<file path="src/rtl/mdu_pkg.sv">
// Shared definitions for the RV32M divide path.
// Op encodings, FSM states and fixed operand constants.
package mdu_pkg;

    localparam logic [1:0] DIV_OP  = 2'b00;
    localparam logic [1:0] DIVU_OP = 2'b01;
    localparam logic [1:0] REM_OP  = 2'b10;
    localparam logic [1:0] REMU_OP = 2'b11;

    localparam logic [31:0] INT_MIN  = 32'h8000_0000;
    localparam logic [31:0] ALL_ONES = 32'hFFFF_FFFF;

    typedef enum logic [1:0] {
        IDLE = 2'd0,
        CALC = 2'd1,
        FIN  = 2'd2
    } state_t;

endpackage

</file>
<file path="src/rtl/mdu_div_iter.sv">
// Iterative radix-2 restoring divider for DIV/DIVU/REM/REMU.
// One quotient bit per cycle; divide-by-zero and overflow finish in one cycle.
import mdu_pkg::*;

module mdu_div_iter #(
    parameter int XLEN = 32
) (
    input  logic            clk,
    input  logic            rst,
    input  logic            start,
    input  logic [1:0]      op,
    input  logic [XLEN-1:0] rs1,
    input  logic [XLEN-1:0] rs2,
    output logic            busy,
    output logic            done,
    output logic [XLEN-1:0] result
);

    localparam int CW = $clog2(XLEN);

    state_t state;
    state_t state_nxt;

    logic [1:0]      op_q;
    logic [XLEN-1:0] quo_q;
    logic [XLEN:0]   rem_q;
    logic [XLEN-1:0] dvs_q;
    logic [CW-1:0]   cnt_q;
    logic            neg_q;
    logic            neg_r;
    logic [XLEN-1:0] result_q;

    logic            sgn;
    logic            div0;
    logic            ovf;
    logic            last;
    logic [XLEN:0]   shifted;
    logic [XLEN:0]   diff;
    logic [XLEN-1:0] q_step;
    logic [XLEN:0]   r_step;
    logic [XLEN-1:0] fin_val;
    logic [XLEN-1:0] special_val;
    logic            unused_msb;

    function automatic logic [XLEN-1:0] neg_if(
        input logic [XLEN-1:0] v,
        input logic            c
    );
        return c ? (~v + 1'b1) : v;
    endfunction

    function automatic logic [XLEN-1:0] abs_val(
        input logic [XLEN-1:0] v,
        input logic            signed_op
    );
        return neg_if(v, signed_op & v[XLEN-1]);
    endfunction

    // DIV and REM are signed; the low op bit marks the unsigned variants.
    assign sgn  = ~op[0];
    assign div0 = (rs2 == '0);
    assign ovf  = sgn & (rs1 == INT_MIN) & (rs2 == ALL_ONES);
    assign last = (cnt_q == CW'(XLEN - 1));

    // Remainder lives in the low XLEN bits; its top bit only exposes the borrow.
    assign shifted = {rem_q[XLEN-1:0], quo_q[XLEN-1]};
    assign diff    = shifted - {1'b0, dvs_q};
    assign q_step  = {quo_q[XLEN-2:0], ~diff[XLEN]};
    assign r_step  = diff[XLEN] ? shifted : diff;

    assign fin_val = op_q[1] ? neg_if(r_step[XLEN-1:0], neg_r)
                             : neg_if(q_step, neg_q);

    assign special_val = div0 ? (op[1] ? rs1 : ALL_ONES)
                              : (op[1] ? '0  : INT_MIN);

    assign unused_msb = ^{rem_q[XLEN], r_step[XLEN]};

    assign result = result_q;

    // State register.
    always_ff @(posedge clk) begin
        if (rst) begin
            state <= IDLE;
        end else begin
            state <= state_nxt;
        end
    end

    // Next-state and handshake outputs.
    always_comb begin
        state_nxt = state;
        busy      = 1'b0;
        done      = 1'b0;
        unique case (state)
            IDLE: begin
                if (start) begin
                    state_nxt = (div0 | ovf) ? FIN : CALC;
                end
            end
            CALC: begin
                busy = 1'b1;
                if (last) begin
                    state_nxt = FIN;
                end
            end
            FIN: begin
                busy      = 1'b1;
                done      = 1'b1;
                state_nxt = IDLE;
            end
            default: begin
                state_nxt = IDLE;
            end
        endcase
    end

    // Operand latch, shift/subtract iteration and result capture.
    always_ff @(posedge clk) begin
        if (rst) begin
            op_q     <= '0;
            quo_q    <= '0;
            rem_q    <= '0;
            dvs_q    <= '0;
            cnt_q    <= '0;
            neg_q    <= 1'b0;
            neg_r    <= 1'b0;
            result_q <= '0;
        end else begin
            case (state)
                IDLE: begin
                    if (start) begin
                        op_q  <= op;
                        quo_q <= abs_val(rs1, sgn);
                        dvs_q <= abs_val(rs2, sgn);
                        rem_q <= '0;
                        cnt_q <= '0;
                        neg_q <= sgn & (rs1[XLEN-1] ^ rs2[XLEN-1]);
                        neg_r <= sgn & rs1[XLEN-1];
                        if (div0 | ovf) begin
                            result_q <= special_val;
                        end
                    end
                end
                CALC: begin
                    quo_q <= q_step;
                    rem_q <= r_step;
                    cnt_q <= cnt_q + 1'b1;
                    if (last) begin
                        result_q <= fin_val;
                    end
                end
                default: begin
                end
            endcase
        end
    end

endmodule

</file>
<file path="config.mk">
export PLATFORM = sky130hd
export DESIGN_NAME = mdu_div_iter
export DESIGN_NICKNAME = d
export VERILOG_FILES = /design/src/rtl/mdu_pkg.sv /design/src/rtl/mdu_div_iter.sv
export SDC_FILE = /design/constraint.sdc
export NUM_CORES = 1
export LEC_CHECK = 0
export ABC_CLOCK_PERIOD_IN_PS = 7000
export CAP_MARGIN = 20
export CORE_MARGIN = 2
export CORE_UTILIZATION = 25
export DETAILED_ROUTE_END_ITERATION = 8
export PLACE_DENSITY = 0.46
export SKIP_CTS_REPAIR_TIMING = 1
export SYNTH_ARGS = -nofsm -noshare
export SYNTH_HDL_FRONTEND = slang
export SYNTH_SLANG_ARGS = --single-unit
</file>
<file path="constraint.sdc">
create_clock -name clk -period 7 [get_ports clk]
set_input_delay 1.4 -clock clk [delete_from_list [all_inputs] [get_ports clk]]
set_output_delay 1.4 -clock clk [all_outputs]
set_load 0.02 [all_outputs]
</file>
==> flow_summary.yaml, run 1 <==
outcome:
  status: "completed"
placed_design:
  placed_area_um2: 13300
  hpwl_um: 34800
  gp_congestion: 0.848
  portBuffers: 102
sta:
  rsz0062_at_grt: "no"
  clock_skew_ns: 0.0178
  tns_ns: 0
  setup_violations: 0
  final_hold_viol_count: 0
  tightestPinTransition_ns: 1.07
  fmax_mhz: 181
  hold_slack_ns: 0.453
  drv_slew: 0
  period_needed_ns: 5.53
  maxSlewHeadroom: 0.285
  post-route-period-util: 0.790
floorplanning:
  dieArea_um2: 48800
  die_w_um: 221
  initial_core_util: 0.253
  fp.dieH_um: 221
  fp-row-count: 79
  ios: 103
  core_um2: 46600
logic_synthesis:
  synth_area_per_cell_um2: 7.15
  ys.flop_type: "dfxtp_1"
  syn-num-nets: 1759
  ys_seq_elements: 138
  synth_seq_area_share: 0.235
  async_flop_share: 0
  synthCells: 1647
  netlist-cell-type-count: 94
  synth_area_um2: 11800
  synth_edf_count: 0
  yosysWarnings: 0
drt:
  via_per_inst: 5.34
  drc: 0
  via_count: 12310
  dr.pass1.iters: 5
  drt_iter0_markers: 988
  wire_per_inst_um: 19.7
  wirelength_um: 45500
  ant_nets: 0
clocking:
  cts_buffer_depth: 2
  insertion_delay_ns: 0.46
  cts_buffers: 17
  cts.sinks: 138
  h-tree-depth: 4
  cts_tree: "built"
  clkSlewWorstSetupHoldPaths_ns: 0.07
  cts_root_buf: "clkbuf_16"
pwr:
  p_leak_nw: 4.91
  ir_drop_uv: 194
  power_mw: 3.09
  powerDensity_nw_per_um2: 222
finish:
  area_growth_pct: 18.3
  nNetsFinal: 1798
  regArea_um2: 2760
  n_antenna_cell: 0
  final_cell_area_um2: 13900
  multi_input_area_um2: 8410
  drive_gt1_frac: 0.0530
  nFillCells: 5055
setup_path:
  worstSetupPathType: "reg2reg"
  cp_max_fo: 20
  cp.arrival_ns: 5.87
  reg2reg_depth: 18
  critPathLaunchType: "flop"
  reg2reg_slack_ns: 1.47
  critPathCaptureType: "flop"
  worstPathRequired_ns: 7.34
global_route:
  grt_max_degree: 91
  grt_pass1_vias: 11588
  grt_overflow: 0
  grt_usage: 0.183
  antenna_found_initial: 0
  grt_first_pass_wirelength_um: 70100
min_path:
  hold_path_depth: 2
  hold_path_class: "reg2reg"
run:
  maxCapViolCount: 0
==> sequential cells by signal (all words and copies together) (netlist names) <==
register and cells:
neg_r 1, cnt_q 5, state 2, op_q 1, rem_q 32, neg_q 1
dvs_q 32, result 32, quo_q 32
==> report_power, final <==
group / total [mW] / switching [mW] / internal (mW)
Sequential: 0.970 / 0.0953 / 0.875
Clock: 1.01 / 0.396 / 0.617
Combinational: 1.10 / 0.702 / 0.401
==> layout make-up <==
cell class | count | share of cell area
clock inverters | 10 | 0.0119
flip-flops and latches | 138 | 0.198
well taps | 607 | 0.0545
repair buffers | 117 | 0.0812
multi-input cells | 1349 | 0.604
inverters | 63 | 0.0170
clock buffers | 22 | 0.0333
==> metal layers <==
| layer | wire length, um | part of all wire | vias up | GRT usage |
|---|---|---|---|---|
| li1 | - | - | 6074 | - |
| met1 | 21800 | 0.48 | 5874 | 0.253 |
| met2 | 21200 | 0.46 | 318 | 0.298 |
| met3 | 1830 | 0.040 | 44 | 0.0231 |
| met4 | 759 | 0.017 | 0 | 0.0504 |
| met5 | 0 | 0 | - | 0 |
==> synthesized netlist by cell type, types with 12 or more instances <==
| master | count | area share |
|---|---|---|
| nand2b_1 | 36 | 0.019 |
| xor2_1 | 53 | 0.039 |
| xnor2_1 | 65 | 0.048 |
| clkbuf_1 | 75 | 0.024 |
| nor3_1 | 40 | 0.017 |
| mux2i_1 | 19 | 0.016 |
| a21oi_1 | 140 | 0.060 |
| and2_1 | 15 | 0.0080 |
| inv_1 | 62 | 0.020 |
| a31oi_1 | 13 | 0.0069 |
| nor4_1 | 23 | 0.012 |
| o31ai_1 | 20 | 0.013 |
| o21ai_0 | 98 | 0.042 |
| ha_1 | 42 | 0.045 |
| a211oi_1 | 53 | 0.034 |
| a311oi_1 | 13 | 0.0097 |
| nand3_1 | 21 | 0.0089 |
| a22oi_1 | 30 | 0.019 |
| o211ai_1 | 17 | 0.011 |
| nor2_1 | 202 | 0.064 |
| nand4_1 | 17 | 0.0090 |
| dfxtp_1 | 138 | 0.23 |
| a21o_1 | 15 | 0.0096 |
| or3_1 | 29 | 0.015 |
| nand2_1 | 201 | 0.064 |
| buf_2 | 13 | 0.0055 |
| and3_1 | 12 | 0.0064 |
==> kinds of logic (layout without fill, tap and decap cells) <==
group	Yosys count	in the layout	synth area share
DFF	138	138	0.235
buffers and inverters	160	212	0.0546
adders and majority gates	43	43	0.0463
xor gates and xnor gates	118	118	0.0878
AOI/OAI and AO/OA	512	512	0.292
and+or+nand+nor	650	650	0.262
muxes	26	26	0.0231
==> worst max-delay path, cell delays in order (launching register included) <==
cell and delay [ns]:
dfxtp_1 0.37, inv_1 0.08, ha_1 0.25, fa_1 0.41, nor2b_1 0.17, o31a_1 0.24, o211ai_1 0.19, a211oi_1 0.25
o211a_2 0.57, inv_2 0.17, a21oi_1 0.25, ha_1 0.24, or4b_2 0.59, mux2_2 0.34, o21bai_1 0.25, nor3_1 0.44
and2_1 0.21, o32ai_1 0.07, or3_1 0.33
==> worst paths after layout <==
path,startpoint,endpoint
worst max register to register,quo_q[31],result[30]
worst min-delay path,dvs_q[31],dvs_q[31]
worst min register to register,dvs_q[31],dvs_q[31]
worst max-delay path,quo_q[31],result[30]
==> cells in the final DEF (no fill, tap or decap), types with 6 or more instances in the layout <==
cell type,synthesis,final
a21oi_1,140,140
a21o_1,15,15
nor2b_1,11,11
mux2_2,6,6
o21ai_0,98,98
dfxtp_1,138,138
nand2b_1,36,36
a22oi_1,30,30
or4_1,11,11
buf_4,1,16
and3_1,12,12
o21a_1,11,11
a311oi_1,13,13
a211oi_1,53,53
nor4_1,23,23
o31ai_1,20,20
o41ai_1,10,10
xnor2_1,65,65
nand2_1,201,201
ha_1,42,41
a31oi_1,13,13
clkdlybuf4s50_1,0,101
nand4_1,17,17
mux2i_1,19,19
xor2_1,53,53
nor3_1,40,40
or2_2,7,7
or3_1,29,29
and2_1,15,14
o211ai_1,17,17
clkbuf_16,0,17
nor2_1,202,202
nand3_1,21,21
inv_1,62,62
==> per-stage QoR <==
stage	setup WS, ns	std cells	util
floorplan	2.01	1647	-
global placement	1.64	2274	0.286
detailed placement	1.53	2274	0.286
CTS	1.52	2306	0.299
global route	1.06	2306	0.299
finish	1.47	2306	0.299
Power figures use the tool's default switching activity.
==> inputs of run 2 (changes only) <==
--- a/config.mk
+++ b/config.mk
@@ -5,12 +5,12 @@
 export SDC_FILE = /design/constraint.sdc
 export NUM_CORES = 1
 export LEC_CHECK = 0
-export ABC_CLOCK_PERIOD_IN_PS = 7000
+export ABC_CLOCK_PERIOD_IN_PS = 4800
 export CAP_MARGIN = 20
 export CORE_MARGIN = 2
 export CORE_UTILIZATION = 25
 export DETAILED_ROUTE_END_ITERATION = 8
-export PLACE_DENSITY = 0.46
+export PLACE_DENSITY = 0.47
 export SKIP_CTS_REPAIR_TIMING = 1
 export SYNTH_ARGS = -nofsm -noshare
 export SYNTH_HDL_FRONTEND = slang
==> constraint.sdc (replaced) <==
create_clock -name clk -period 4.8 [get_ports clk]
set_input_delay 0.96 -clock clk [delete_from_list [all_inputs] [get_ports clk]]
set_output_delay 0.96 -clock clk [all_outputs]
set_load 0.02 [all_outputs]
==> run 2 against run 1 <==
Net effect:
- routed wire length rose by 1.4%
- die area did not move
- register-to-register slack worse by 1.3 ns
- design area grew 3.6%
- largest cell class unchanged
- via count grew 1.1%
- setup slack lost 1.3 ns
- critical path type unchanged
- sequential share of layout area shrank 0.69 points
==> flow_summary.yaml, run 2 (synthesized netlist as in run 1, its figures left out) <==
outcome:
  status: "completed"
setup_path:
  critPathLaunchType: "flop"
  cp.arrival_ns: 4.90
  reg2reg_depth: 15
  critPathCaptureType: "flop"
  rr_startpoint: "quo_q[31]"
  cp_max_fo: 54
  worstSetupPathType: "reg2reg"
  rr_endpoint: "result[19]"
  reg2reg_slack_ns: 0.20
  worstPathRequired_ns: 5.10
sta:
  rsz0062_at_grt: "yes"
  period_needed_ns: 4.60
  maxSlewHeadroom: 0.283
  post-route-period-util: 0.958
  tightestPinTransition_ns: 1.07
  fmax_mhz: 217
  final_hold_viol_count: 0
  setup_violations: 0
  clock_skew_ns: 0.0120
  drv_slew: 0
global_route:
  grt_overflow: 0
  antenna_found_initial: 0
  grt_pass1_vias: 11709
  grt_usage: 0.185
  grt_max_degree: 70
  grt_first_pass_wirelength_um: 71200
finish:
  stdcell_count: 2361
  nNetsFinal: 1853
  area_growth_pct: 22.5
  regArea_um2: 2760
  final_core_util: 0.310
  final_common_cell: "nor2_1"
  nFillCells: 5015
  drive_gt1_frac: 0.0895
  final_cell_mix: "202 x nor2_1, 201 x nand2_1, 138 x a21oi_1, 138 x dfxtp_1, 101 x clkdlybuf4s50_1"
  final_cell_area_um2: 14400
  multi_input_area_um2: 8480
  n_antenna_cell: 0
floorplanning:
  core_um2: 46600
  die_w_um: 221
  ios: 103
  initial_core_util: 0.253
  fp-row-count: 79
  fp.dieH_um: 221
  dieArea_um2: 48800
drt:
  drc: 0
  dr.pass1.iters: 5
  via_per_inst: 5.27
  drt_iter0_markers: 968
  via_count: 12444
  wirelength_um: 46200
  ant_nets: 0
  wire_per_inst_um: 19.6
pwr:
  switchingPower_mw: 1.75
  ir_drop_uv: 260
  switching_share: 0.383
  seq_power_share: 0.310
  clkPwrFrac: 0.323
  comb_power_share: 0.368
  p_leak_nw: 5.22
  cellInternalPower_mw: 2.82
  powerDensity_nw_per_um2: 317
clocking:
  clkSlewWorstSetupHoldPaths_ns: 0.06
  cts_tree: "built"
  h-tree-depth: 4
  insertion_delay_ns: 0.46
  cts_buffer_depth: 2
  cts.sinks: 138
  cts_root_buf: "clkbuf_16"
  cts_buffers: 17
placed_design:
  hpwl_um: 35900
  placed_area_um2: 13700
  gp_congestion: 0.829
  portBuffers: 102
  post-place-cells: 2328
min_path:
  min_to: "dvs_q[31]"
  hold_path_depth: 2
  hold_path_class: "reg2reg"
  hp-start: "dvs_q[31]"
run:
  maxCapViolCount: 0
-- run 2: per-stage QoR --
stage / setup TNS [ns] / power, mW / hold slack [ns] / setup WS, ns
detailed placement: 0 / 3.09 / 0.446 / 0.101
global placement: 0 / 3.09 / 0.446 / 0.179
floorplan: 0 / 2.45 / 0.432 / 0.0103
finish: 0 / 4.57 / 0.452 / 0.201
CTS: 0 / 4.57 / 0.455 / 0.0764
global route: -0.0223 / 4.83 / 0.478 / -0.0137
-- run 2: worst max path at each step --
stage	from	to	slack, ns
floorplan	quo_q[31]	result[20]	0.01
global placement	dvs_q[24]	result[24]	0.18
detailed placement	rem_q[20]	result[30]	0.10
CTS	rem_q[20]	result[30]	0.08
global route	dvs_q[24]	result[20]	-0.01
finish	quo_q[31]	result[19]	0.20
-- run 2: critical path: stages (launching register included) --
cell and delay, ns:
dfxtp_1 0.31, inv_1 0.07, ha_1 0.23, fa_2 0.26
nor2b_2 0.05, o31a_1 0.30, o211ai_1 0.32, a211o_1 0.19
o211a_2 0.22, buf_4 0.57, and3_1 0.30, a32o_1 0.33
a31oi_1 0.17, xnor2_1 0.23, a221oi_1 0.72, a211oi_1 0.16
-- run 2: metal layers --
metal | track usage | vias up | routed length, um
li1 | - | 6176 | -
met4 | 0.0580 | 0 | 972
met3 | 0.0247 | 50 | 1820
met1 | 0.253 | 5923 | 21800
met5 | 0 | - | 0
met2 | 0.303 | 295 | 21500
-- run 2: cell type report --
type	count	share of cell area
multi-input cells	1349	0.588
flip-flops and latches	138	0.192
repair buffers	172	0.108
well taps	607	0.0527
clock buffers	21	0.0319
inverters	63	0.0166
clock inverters	11	0.0116
-- run 2: power groups by stage --
stage,Clock [mW],Sequential (mW),Combinational (mW)
finish,1.47,1.41,1.68
global route,1.55,1.43,1.85
CTS,1.50,1.41,1.66
detailed placement,0,1.44,1.65
global placement,0,1.44,1.65
floorplan,0,1.44,1.01
==> edit, RTL diff (settings of run 1) <==
Register the output `busy`, cleared by the reset; this adds one clock of latency there. The other outputs are not delayed to match.
--- a/src/rtl/mdu_div_iter.sv
+++ b/src/rtl/mdu_div_iter.sv
@@ -17,6 +17,8 @@
 );
 
     localparam int CW = $clog2(XLEN);
+
+    logic busy_d;
 
     state_t state;
     state_t state_nxt;
@@ -90,7 +92,7 @@
     // Next-state and handshake outputs.
     always_comb begin
         state_nxt = state;
-        busy      = 1'b0;
+        busy_d    = 1'b0;
         done      = 1'b0;
         unique case (state)
             IDLE: begin
@@ -99,13 +101,13 @@
                 end
             end
             CALC: begin
-                busy = 1'b1;
+                busy_d = 1'b1;
                 if (last) begin
                     state_nxt = FIN;
                 end
             end
             FIN: begin
-                busy      = 1'b1;
+                busy_d    = 1'b1;
                 done      = 1'b1;
                 state_nxt = IDLE;
             end
@@ -156,5 +158,13 @@
         end
     end
 
+    always_ff @(posedge clk) begin
+        if (rst) begin
+            busy <= '0;
+        end else begin
+            busy <= busy_d;
+        end
+    end
+
 endmodule
 
Check against the original RTL: not equivalent (Yosys sat finds a counterexample within 4 cycles, from zero or initial values and one cycle with rst high).
==> edit against run 1 <==
- sequential cell count rose by 1
- via count fell by 0.58%
- power fell by 8.1%
- routed wire length fell by 1.8%
- synthesized cell count fell by 0.97%
- synthesized area fell by 0.13%
- final area fell by 0.39%
- worst setup slack improved by 0.079 ns
- critical path type unchanged
- largest power group is now clock
==> edit: results (changes against run 1) <==
Final #Nets 1778 (-1.1%); clk slew on worst S/H paths 0.06 ns; fmax 183.4 MHz (+1.5%); H-tree level count 4 (unchanged); largest net degree at the start of global routing 81 (-11%); r2r setup slk 1.55 ns (+0.08 ns); via/cell ratio 5.356 (+0.33%); CTS Buf Count 17 (unchanged); layout cells sized above 1 5.840% (+0.54 points); FF-to-FF Start dvs_q[31]; Reg2Reg Depth 19 (+1); WP data arrival 5.77 ns (-0.10 ns); fill cell count 5072 (+0.34%); end point of the critical path result[24]; GRT Util Overall 18.16% (-0.13 points); GPL Wtd Cong 0.8801 (+3.8%); top cells by area, synth dfxtp_1, nand2_1, nor2_1; sequential share of the synthesized area 23.67% (+0.20 points); status finished, final reports clean; met2 wire length 20.36 mm (-3.8%); worst-case clock skew 0.01346 ns (-0.004306 ns); LEAKAGE 4.968 nW (+1.2%); first-pass GRT wire length 69.48 mm (-0.92%); crit-path max FO 15 (-25%); Post-Route M1 WL 20.91 mm (-4.0%); Iter 0 DRT Violations 913 (-7.6%); pre-CTS setup slack 1.380 ns (-0.1510 ns); Hold Path Class flop to flop; Placement Cell Area 0.01323 mm^2 (-0.48%); Net Count, Synth 1743 (-0.91%); post-synth cell types 91 (-3.2%); PortBufs 102 (unchanged); VDD IR max 189.0 uV (-2.8%); DR WL met3 2.196 mm (+20%); Rel. slew slack 27.96% (-0.56 points); vias in the first global route 11768 (+1.6%); yosys warns 0 (unchanged); DP Wirelength 34.29 mm (-1.5%); WL per Instance 19.57 um (-0.90%); WS Path Type flop to flop; Post-synth top cells nand2_1, nor2_1, dfxtp_1, o21ai_0, a21oi_1
## edit: worst min-delay path by stage
stage                          from   endpoint  slack, ns  cells after the start
final                     dvs_q[31]  dvs_q[31]       0.45                      2
after global routing      dvs_q[31]  dvs_q[31]       0.47                      2
after CTS                 dvs_q[31]  dvs_q[31]       0.45                      2
after detailed placement  dvs_q[31]  dvs_q[31]       0.45                      2
after global placement    dvs_q[31]  dvs_q[31]       0.45                      2
after floorplan           dvs_q[22]  dvs_q[22]       0.43                      2
## edit: through the flow
step           hold slack [ns]  instances
2_1_floorplan           0.4319       1631
3_3_place_gp            0.4465       2253
3_5_place_dp            0.4480       2253
4_1_cts                 0.4546       2284
5_1_grt                 0.4714       2285
6_report                0.4523       2285
## edit: worst max-delay path, stage by stage, from the launching register on
cell and delay (ns):
dfxtp_1 0.32, inv_1 0.11, ha_1 0.38, and4_1 0.26, and2_1 0.16, a22o_1 0.19, a211o_4 0.35, a311oi_4 0.93
nor2_4 0.03, inv_2 0.21, nor2_1 0.06, a21oi_1 0.23, ha_1 0.27, nor2b_1 0.14, and4_1 0.26, o22ai_1 0.21
or3_4 0.46, or4_1 0.52, nand4_1 0.12, a31oi_1 0.09
## edit: area by class of cell
cell class              count  area (um^2)  area share, %
clock buffers              21        470.5          3.392
well taps                 607        759.5          5.475
flip-flops and latches    139         2783          20.06
multi-input cells        1328         8322          59.99
inverters                  61        229.0          1.651
clock inverters            10        141.4          1.019
repair buffers            119         1166          8.407
## edit: metal layers
layer | vias to the layer above | GRT usage (%)
met5 | - | 0
met4 | 0 | 6.711
met3 | 59 | 3.081
met2 | 320 | 29.21
met1 | 5849 | 24.29
li1 | 6010 | -
## edit: kinds of logic (layout without fill, tap and decap cells)
| logic type | Yosys count | count (layout) | synth area share, % |
|---|---|---|---|
| buf+inv | 164 | 211 | 5.695 |
| flops | 139 | 139 | 23.67 |
| compound gates | 537 | 537 | 30.54 |
| fa+ha+maj | 43 | 43 | 4.641 |
| simple gates | 604 | 604 | 24.26 |
| mux | 34 | 34 | 3.002 |
| xor+xnor | 110 | 110 | 8.196 |
## edit: power breakdown
part	leakage (nW)	switching [mW]	internal, mW	total, mW
Combinational	3.54	0.614	0.330	0.944
Sequential	1.13	0.0613	0.853	0.914
Clock	0.295	0.391	0.587	0.977
Total	4.97	1.07	1.77	2.84
